--- src/rtl/aes_mode_ctrl.sv ---
// aes_mode_ctrl: ECB/CBC/CTR block-chaining controller wrapped around a single
// aes_top core. One block is in flight at a time: accept, start core, wait for
// done, present result, then accept the next block.
module aes_mode_ctrl #(
  parameter int CTR_WIDTH = 32,
  parameter int BLK_CNT_W = 16
) (
  input  logic                 clk,
  input  logic                 rst,
  input  logic                 cfg_load,
  input  logic [1:0]           cfg_mode,
  input  logic                 cfg_encrypt,
  input  logic [127:0]         cfg_key,
  input  logic [127:0]         cfg_iv,
  input  logic                 in_valid,
  output logic                 in_ready,
  input  logic [127:0]         in_data,
  input  logic                 in_last,
  output logic                 out_valid,
  input  logic                 out_ready,
  output logic [127:0]         out_data,
  output logic                 out_last,
  output logic                 core_start,
  output logic                 core_encrypt,
  output logic [127:0]         core_data_in,
  output logic [127:0]         core_key_in,
  input  logic [127:0]         core_data_out,
  input  logic                 core_busy,
  input  logic                 core_done,
  output logic                 busy,
  output logic                 err,
  output logic [BLK_CNT_W-1:0] blk_count
);

  typedef enum logic [2:0] {S_IDLE, S_READY, S_START, S_WAIT, S_OUT} state_t;

  localparam logic [1:0] M_ECB = 2'b00;
  localparam logic [1:0] M_CBC = 2'b01;
  localparam logic [1:0] M_CTR = 2'b10;

  state_t       state;
  logic [127:0] key_q;
  logic [127:0] chain;     // CBC previous ciphertext / CTR counter block
  logic [127:0] blk_q;     // latched input block
  logic [1:0]   mode_q;
  logic         enc_q;
  logic         last_q;
  logic [127:0] ctr_next;

  // Handshake strobes are pure decodes of the state register.
  assign in_ready   = (state == S_READY);
  assign out_valid  = (state == S_OUT);
  assign busy       = (state != S_IDLE);
  // Start may only fire while the core is free; it is high for the single
  // cycle that also advances START -> WAIT.
  assign core_start = (state == S_START) && !core_busy;

  // Counter increment touches only the low CTR_WIDTH bits, wrapping in place.
  always_comb begin
    ctr_next                = chain;
    ctr_next[CTR_WIDTH-1:0] = chain[CTR_WIDTH-1:0] + CTR_WIDTH'(1);
  end

  // Session FSM: configuration, per-block core call and mode chaining.
  always_ff @(posedge clk) begin
    if (rst) begin
      state        <= S_IDLE;
      key_q        <= '0;
      chain        <= '0;
      blk_q        <= '0;
      mode_q       <= M_ECB;
      enc_q        <= 1'b0;
      last_q       <= 1'b0;
      out_data     <= '0;
      out_last     <= 1'b0;
      core_encrypt <= 1'b0;
      core_data_in <= '0;
      core_key_in  <= '0;
      err          <= 1'b0;
      blk_count    <= '0;
    end else begin
      // Reconfiguring mid-session is refused but flagged.
      if (cfg_load && state != S_IDLE) err <= 1'b1;
      case (state)
        S_IDLE: begin
          if (cfg_load) begin
            if (cfg_mode == 2'b11) begin
              err <= 1'b1;
            end else begin
              key_q     <= cfg_key;
              mode_q    <= cfg_mode;
              enc_q     <= cfg_encrypt;
              chain     <= cfg_iv;
              err       <= 1'b0;
              blk_count <= '0;
              state     <= S_READY;
            end
          end
        end
        S_READY: begin
          if (in_valid) begin
            blk_q       <= in_data;
            last_q      <= in_last;
            core_key_in <= key_q;
            // Core inputs are set up here so they are stable from START on.
            case (mode_q)
              M_CBC: begin
                core_data_in <= enc_q ? (in_data ^ chain) : in_data;
                core_encrypt <= enc_q;
              end
              M_CTR: begin
                core_data_in <= chain;
                core_encrypt <= 1'b1;
              end
              default: begin
                core_data_in <= in_data;
                core_encrypt <= enc_q;
              end
            endcase
            state <= S_START;
          end
        end
        S_START: begin
          if (!core_busy) state <= S_WAIT;
        end
        S_WAIT: begin
          if (core_done) begin
            out_last <= last_q;
            case (mode_q)
              M_CBC: begin
                if (enc_q) begin
                  out_data <= core_data_out;
                  chain    <= core_data_out;
                end else begin
                  out_data <= core_data_out ^ chain;
                  chain    <= blk_q;
                end
              end
              M_CTR: begin
                out_data <= blk_q ^ core_data_out;
                chain    <= ctr_next;
              end
              default: out_data <= core_data_out;
            endcase
            state <= S_OUT;
          end
        end
        S_OUT: begin
          if (out_ready) begin
            blk_count <= blk_count + BLK_CNT_W'(1);
            out_last  <= 1'b0;
            state     <= last_q ? S_IDLE : S_READY;
          end
        end
        default: state <= S_IDLE;
      endcase
    end
  end

endmodule

--- config.mk ---
export PLATFORM = sky130hd
export DESIGN_NAME = aes_mode_ctrl
export DESIGN_NICKNAME = d
export VERILOG_FILES = /design/src/rtl/aes_mode_ctrl.sv
export SDC_FILE = /design/constraint.sdc
export NUM_CORES = 2
export LEC_CHECK = 0
export ABC_AREA = 1
export BUFFER_PORTS_ARGS = -buffer_cell sky130_fd_sc_hd__buf_2
export CAP_MARGIN = 25
export CORE_AREA = 2 2 365 367
export DETAILED_ROUTE_END_ITERATION = 10
export DIE_AREA = 0 0 367 369
export MAX_ROUTING_LAYER = met4
export PLACE_DENSITY = 0.52
export SETUP_SLACK_MARGIN = 0.5
export SYNTH_ARGS = -nofsm -noshare
export SYNTH_HDL_FRONTEND = slang
export SYNTH_SLANG_ARGS = --single-unit
export TNS_END_PERCENT = 1
--- constraint.sdc ---
create_clock -name clk -period 2.7 [get_ports clk]
set_input_delay 0.135 -clock clk [delete_from_list [all_inputs] [get_ports clk]]
set_output_delay 0.135 -clock clk [all_outputs]
set_load 0.05 [all_outputs]
# --- After elaboration in Yosys (flattened, before gate mapping) ---
# Index checks and enable logic that the tools add are counted.
word_totals:
  reg_bits: 794
  out_inout_bits: 407
  wordCells: 83
  input_bits: 523
classes:
  n_reduce_logical: 16
  n_bitwise: 4
  n_mux: 30
  eq_ne: 16
  n_addsub: 2
op_table:
  columns: ["operator", "n"]
  rows:
  - ["$pmux W128 S2", 4]
  - ["$mux W128", 6]
  - ["$xor A128 B128 Y128", 3]
  - ["$mux W16", 3]
  - ["$add A32 B1 Y32 const B", 1]
  - ["$pmux W16 S2", 1]
  - ["$mux W3", 6]
  - ["$add A16 B1 Y16 const B", 1]
  - ["$pmux W3 S5", 1]
  - ["$ne A2 B2 Y1 const B", 7]
  - ["$reduce_and A6 Y1", 2]
  - ["$mux W1", 8]
  - ["$eq A3 B2 Y1 const B", 2]
  - ["$reduce_and A3 Y1", 2]
  - ["$reduce_bool A2 Y1", 3]
  - ["$reduce_and A5 Y1", 1]
  - ["$eq A2 B2 Y1 const B", 2]
  - ["$reduce_and A2 Y1", 2]
  - ["$reduce_and A4 Y1", 1]
  - ["$eq A3 B1 Y1 const B", 1]
  - ["$eq A3 B3 Y1 const B", 1]
  - ["$logic_not A3 Y1", 1]
  - ["$ne A3 B3 Y1 const B", 1]
  - ["$reduce_bool A3 Y1", 1]
  - ["other kinds (6)", 7]

# --- Longest topological paths before layout ---
logic_depth:
  depth_word: 5
  ltp_mapped: 12
  mapped_depth_nobuf: 11

# --- Least setup slack after synthesis ---
# OpenSTA, ideal clock, no wires.
synth_path:
  path_type: "reg2reg"
  from: "register mode_q[0]"
  to: "register out_data[100]"
  required_ps: 2578
  path_stages_with_launch: 9
  t_arrival_ps: 1741
  setup_time_ps: 122
  path_buffers: 2
  slack_ps: 837
  synth_period_minus_slack_ps: 1863
  path_cell_list: "dfxtp_1 -> inv_1 -> ha_1 -> clkinv_1 -> clkbuf_1 -> clkbuf_1 -> o211ai_1 -> a221oi_1 -> nor2_1"
synth_between:
  elab_chain_len: 2
  elab_cells_between_ends: 3
  cone_classes: "eq/ne: 2; mux: 1"
synth_lines:
  columns: ["element", "line", "text"]
  rows:
  - ["start: declaration", "45", "logic [1:0] mode_q;"]
  - ["start signal: assignment", "91", "mode_q <= cfg_mode;"]
  - ["$eq A2 B2 Y1 or $eq A2 B1 Y1 (tied branches)", "129", "case (mode_q)"]
  - ["$pmux W128 S2 *", "129", null]
  - ["end signal: assignment", "132", "out_data <= core_data_out;"]
  - ["end signal: assignment", "135", "out_data <= core_data_out ^ chain;"]
  - ["end signal: assignment", "140", "out_data <= blk_q ^ core_data_out;"]
  - ["end: declaration", "21", "output logic [127:0] out_data,"]
# Mark *: on every way between the ends. The rest lies on a longest branch, timed or not.
# A chain may end at the register's enable or synchronous reset.

# --- Worst setup path after layout ---
layout_path:
  from: "register state[0]"
  to: "register out_data[87]"
layout_between:
  elab_chain_len: 2
layout_lines:
  columns: ["element", "line", "text"]
  rows:
  - ["start: declaration", "41", "state_t state;"]
  - ["start signal: assignment", "152", "state <= last_q ? S_IDLE : S_READY;"]
  - ["$eq A3 B2 Y1", "84", "case (state)"]
  - ["$reduce_and A2 Y1 (no source line)", null, null]
# No other way between the ends.

==> summary.md <==
Status
• **outcome** completed

Place
• **number of port buffers** 929
• **total placed cells including tap cells** 7,988
• **HPWL Detailed** 125 mm
• **final weighted congestion in routability-driven placement** 0.925

Setup path
• **worst path required time** 3.28 ns
• **category of the most critical setup path** flop to flop
• **reg-to-reg critical path endpoint** out_data[87]
• **CP Launch Type** flop
• **path depth of the worst reg2reg path** 7
• **launch instance of the worst register-to-register path** state[0]
• **crit path max fanout** 93
• **crit path capture type** flop
• **setup slack on the worst flop-to-flop path** 0.41 ns
• **Arrival @ worst endpoint** 2.87 ns

Detailed routing
• **Detailed Route Iter0 Violations** 4,336
• **met2 wirelength from detailed routing** 85.7 mm
• **post-route antenna net violation count** 0
• **top routing layer used** met4
• **number of vias in the routed layout** 46,500
• **average vias per placed instance** 5.34
• **met1 wire length** 80.0 mm
• **number of design rule violations left after detail routing** 0
• **detailed-routing iteration count for the pre-antenna-repair pass** 7
• **average wire per standard cell** 21.8 µm
• **Met3 Wirelength** 16.6 mm
• **Detailed Route WL** 190 mm

Logic synthesis
• **gate count after technology mapping** 5,669
• **share of synthesized flip-flops with an asynchronous set or reset** 0%
• **Avg Cell Area, Syn** 6.86 µm²
• **most common flop cell mapped by yosys** dfxtp_1
• **synth cell count leaders** nor2_1, o21ai_0, dfxtp_1
• **count of unique library cells instantiated by Yosys** 43
• **proportion of synthesized chip area in sequential cells** 40.9%
• **top cells by area, synth** dfxtp_1, o21ai_0, nor2_1
• **most instantiated library cell after synthesis** nor2_1
• **number of synthesized flops with an enable pin** 0
• **total of flip-flops plus latches after synthesis** 794
• **cell type with the highest aggregate area in the netlist** dfxtp_1
• **top-area cell type share of the netlist area** 40.9%
• **nets in the synthesized netlist** 6,196
• **mapped cell area** 38,900 µm²
• **warnings from Yosys** 0

Timing
• **measured slew at the worst slew-check pin** 0.843 ns
• **final period demand of the worst path** 2.29 ns
• **unrepaired setup endpoints after global routing** yes
• **final max-slew violation count** 0
• **Final setup violation count** 0
• **share of the clock period used by the worst path** 84.8%
• **relative slew slack** 43.4%
• **achievable frequency** 437 MHz
• **Hold Fails Final Rpt** 0
• **Total Negative Setup Slacks** 0 ns
• **Fin Clk Skew** 0.0254 ns

Finish
• **area occupied by multi-input gates** 19,800 µm²
• **final net count** 7,388
• **area delta synth->final** 39.2%
• **share of final-layout standard cells stronger than drive strength 1** 18.5%
• **number of cells in the finished layout apart from fillers** 8,709
• **Sequential cell area** 15,900 µm²
• **# fillers** 13,600

Floorplan
• **number of placement rows** 133
• **DIE AREA** 135,000 µm²
• **Boundary Pins** 930
• **Chip Height** 369 µm
• **core area** 131,000 µm²
• **floorplan die width** 367 µm
• **initial cell density of the core** 29.7%

Clock network
• **CTS tree** built
• **Clk pin slew, worst setup/hold paths** 0.06 ns
• **root cell of the clock tree** clkbuf_16
• **clock sinks** 794
• **later-pin clock latency in the skew report** 0.69 ns
• **buffer depth of the longest clock path** 3
• **Clock H-tree levels** 3
• **total clock buffers created by CTS** 94

Global routing
• **antenna violations before repair** 23
• **Overall Global Routing Usage** 27.4%
• **via count of the first global-routing pass** 44,100
• **largest net degree at the start of global routing** 118
• **overflow left after global routing** 0
• **first-pass GRT wire length** 280 mm

Worst hold path
• **path class of the lowest-slack min-delay path** input pin to flop
• **Worst Hold Path Cells** 5
• **source of the worst hold timing path** cfg_iv[107]
• **capture endpoint of the worst hold path** chain[107]

Power and ir drop
• **Max IR drop VDD** 0.594 mV
• **static power due to leakage** 22.0 nW
• **power per cell area** 996 nW/µm²

Run
• **Max-Cap Viols** 0

stage by stage:
step	total power (W)	hold WS [ns]	utilization (%)	cell area (µm²)	setup slack, ns
floorplan	0.0317	0.270	-	38900	0.837
global placement	0.0394	0.387	34.7	45500	0.298
detailed placement	0.0396	0.392	34.7	45500	0.271
CTS	0.0536	0.00579	41.1	54000	0.435
global route	0.0567	0.0536	41.3	54100	0.344
finish	0.0539	0.0504	41.3	54200	0.411
worst max-delay path by stage:
stage              start             to
2_1_floorplan  mode_q[0]  out_data[100]
3_3_place_gp   mode_q[1]     chain[102]
3_5_place_dp   mode_q[1]     chain[106]
4_1_cts        mode_q[0]   out_data[37]
5_1_grt        mode_q[1]      chain[98]
6_report        state[0]   out_data[87]
layout make-up:
type	count	share of cell area, %
flip-flops and latches	794	29.4
well taps	1755	4.06
diodes	21	0.0970
repair buffers	1611	21.9
clock inverters	29	0.538
multi-input cells	4047	36.5
inverters	313	2.29
clock buffers	139	5.23
layout by cell type, fill, tap and decap left out, drive strengths merged, types with 113 or more instances in the layout:
cell type,count
inv,316
nor2,1083
clkbuf,141
o211ai,216
nand3,181
a31oi,133
dlygate4sd3,519
dfxtp,794
nand2,651
o22ai,113
o21ai,886
a21oi,573
buf,1090
registers in the layout, summed over array words and instances (netlist names), 2 cells and up:
name          cells
mode_q            2
state             3
out_data        128
key_q           128
core_key_in     128
blk_q           128
blk_count        16
chain           128
core_data_in    128
what timing repair did:
action	4_1_cts	5_1_grt
hold buffers	519	0
setup buffers	3	7
cloned	1	2
endpoints found under the hold margin	667	0
resized for setup	11	7
setup endpoints to repair	132	406
pin swaps	2	1
power breakdown:
group | switching, W | internal [W] | total, W
logic | 0.0169 | 0.00679 | 0.0237
registers | 0.00245 | 0.0147 | 0.0171
clock network | 0.00555 | 0.00755 | 0.0131
total | 0.0249 | 0.0290 | 0.0539
per-layer routing:
| layer | track usage (%) | up-vias |
|---|---|---|
| met2 | 42.7 | 2282 |
| met1 | 34.6 | 21900 |
| met4 | 11.1 | 0 |
| li1 | - | 21900 |
| met5 | - | - |
| met3 | 5.36 | 395 |
worst max-delay path, stage by stage (launching register included):
cell and delay (ns):
dfxtp_1 0.40, nand2_1 0.12, nor2_4 0.14, buf_4 0.35
nand2_8 0.13, buf_12 0.22, a221oi_1 0.50, nor2_1 0.07
cells by family (layout without fill, tap and decap cells):
| group | Yosys count | after routing | share of synthesized area (%) |
|---|---|---|---|
| buf+inv | 829 | 2092 | 8.66 |
| xor+xnor | 1 | 1 | 0.0225 |
| flops | 794 | 794 | 40.9 |
| other cells | 0 | 21 | 0 |
| compound gates | 2089 | 2089 | 30.6 |
| simple gates | 1952 | 1953 | 19.7 |
| fa+ha+maj | 4 | 4 | 0.129 |
Power figures use the tool's default switching activity.
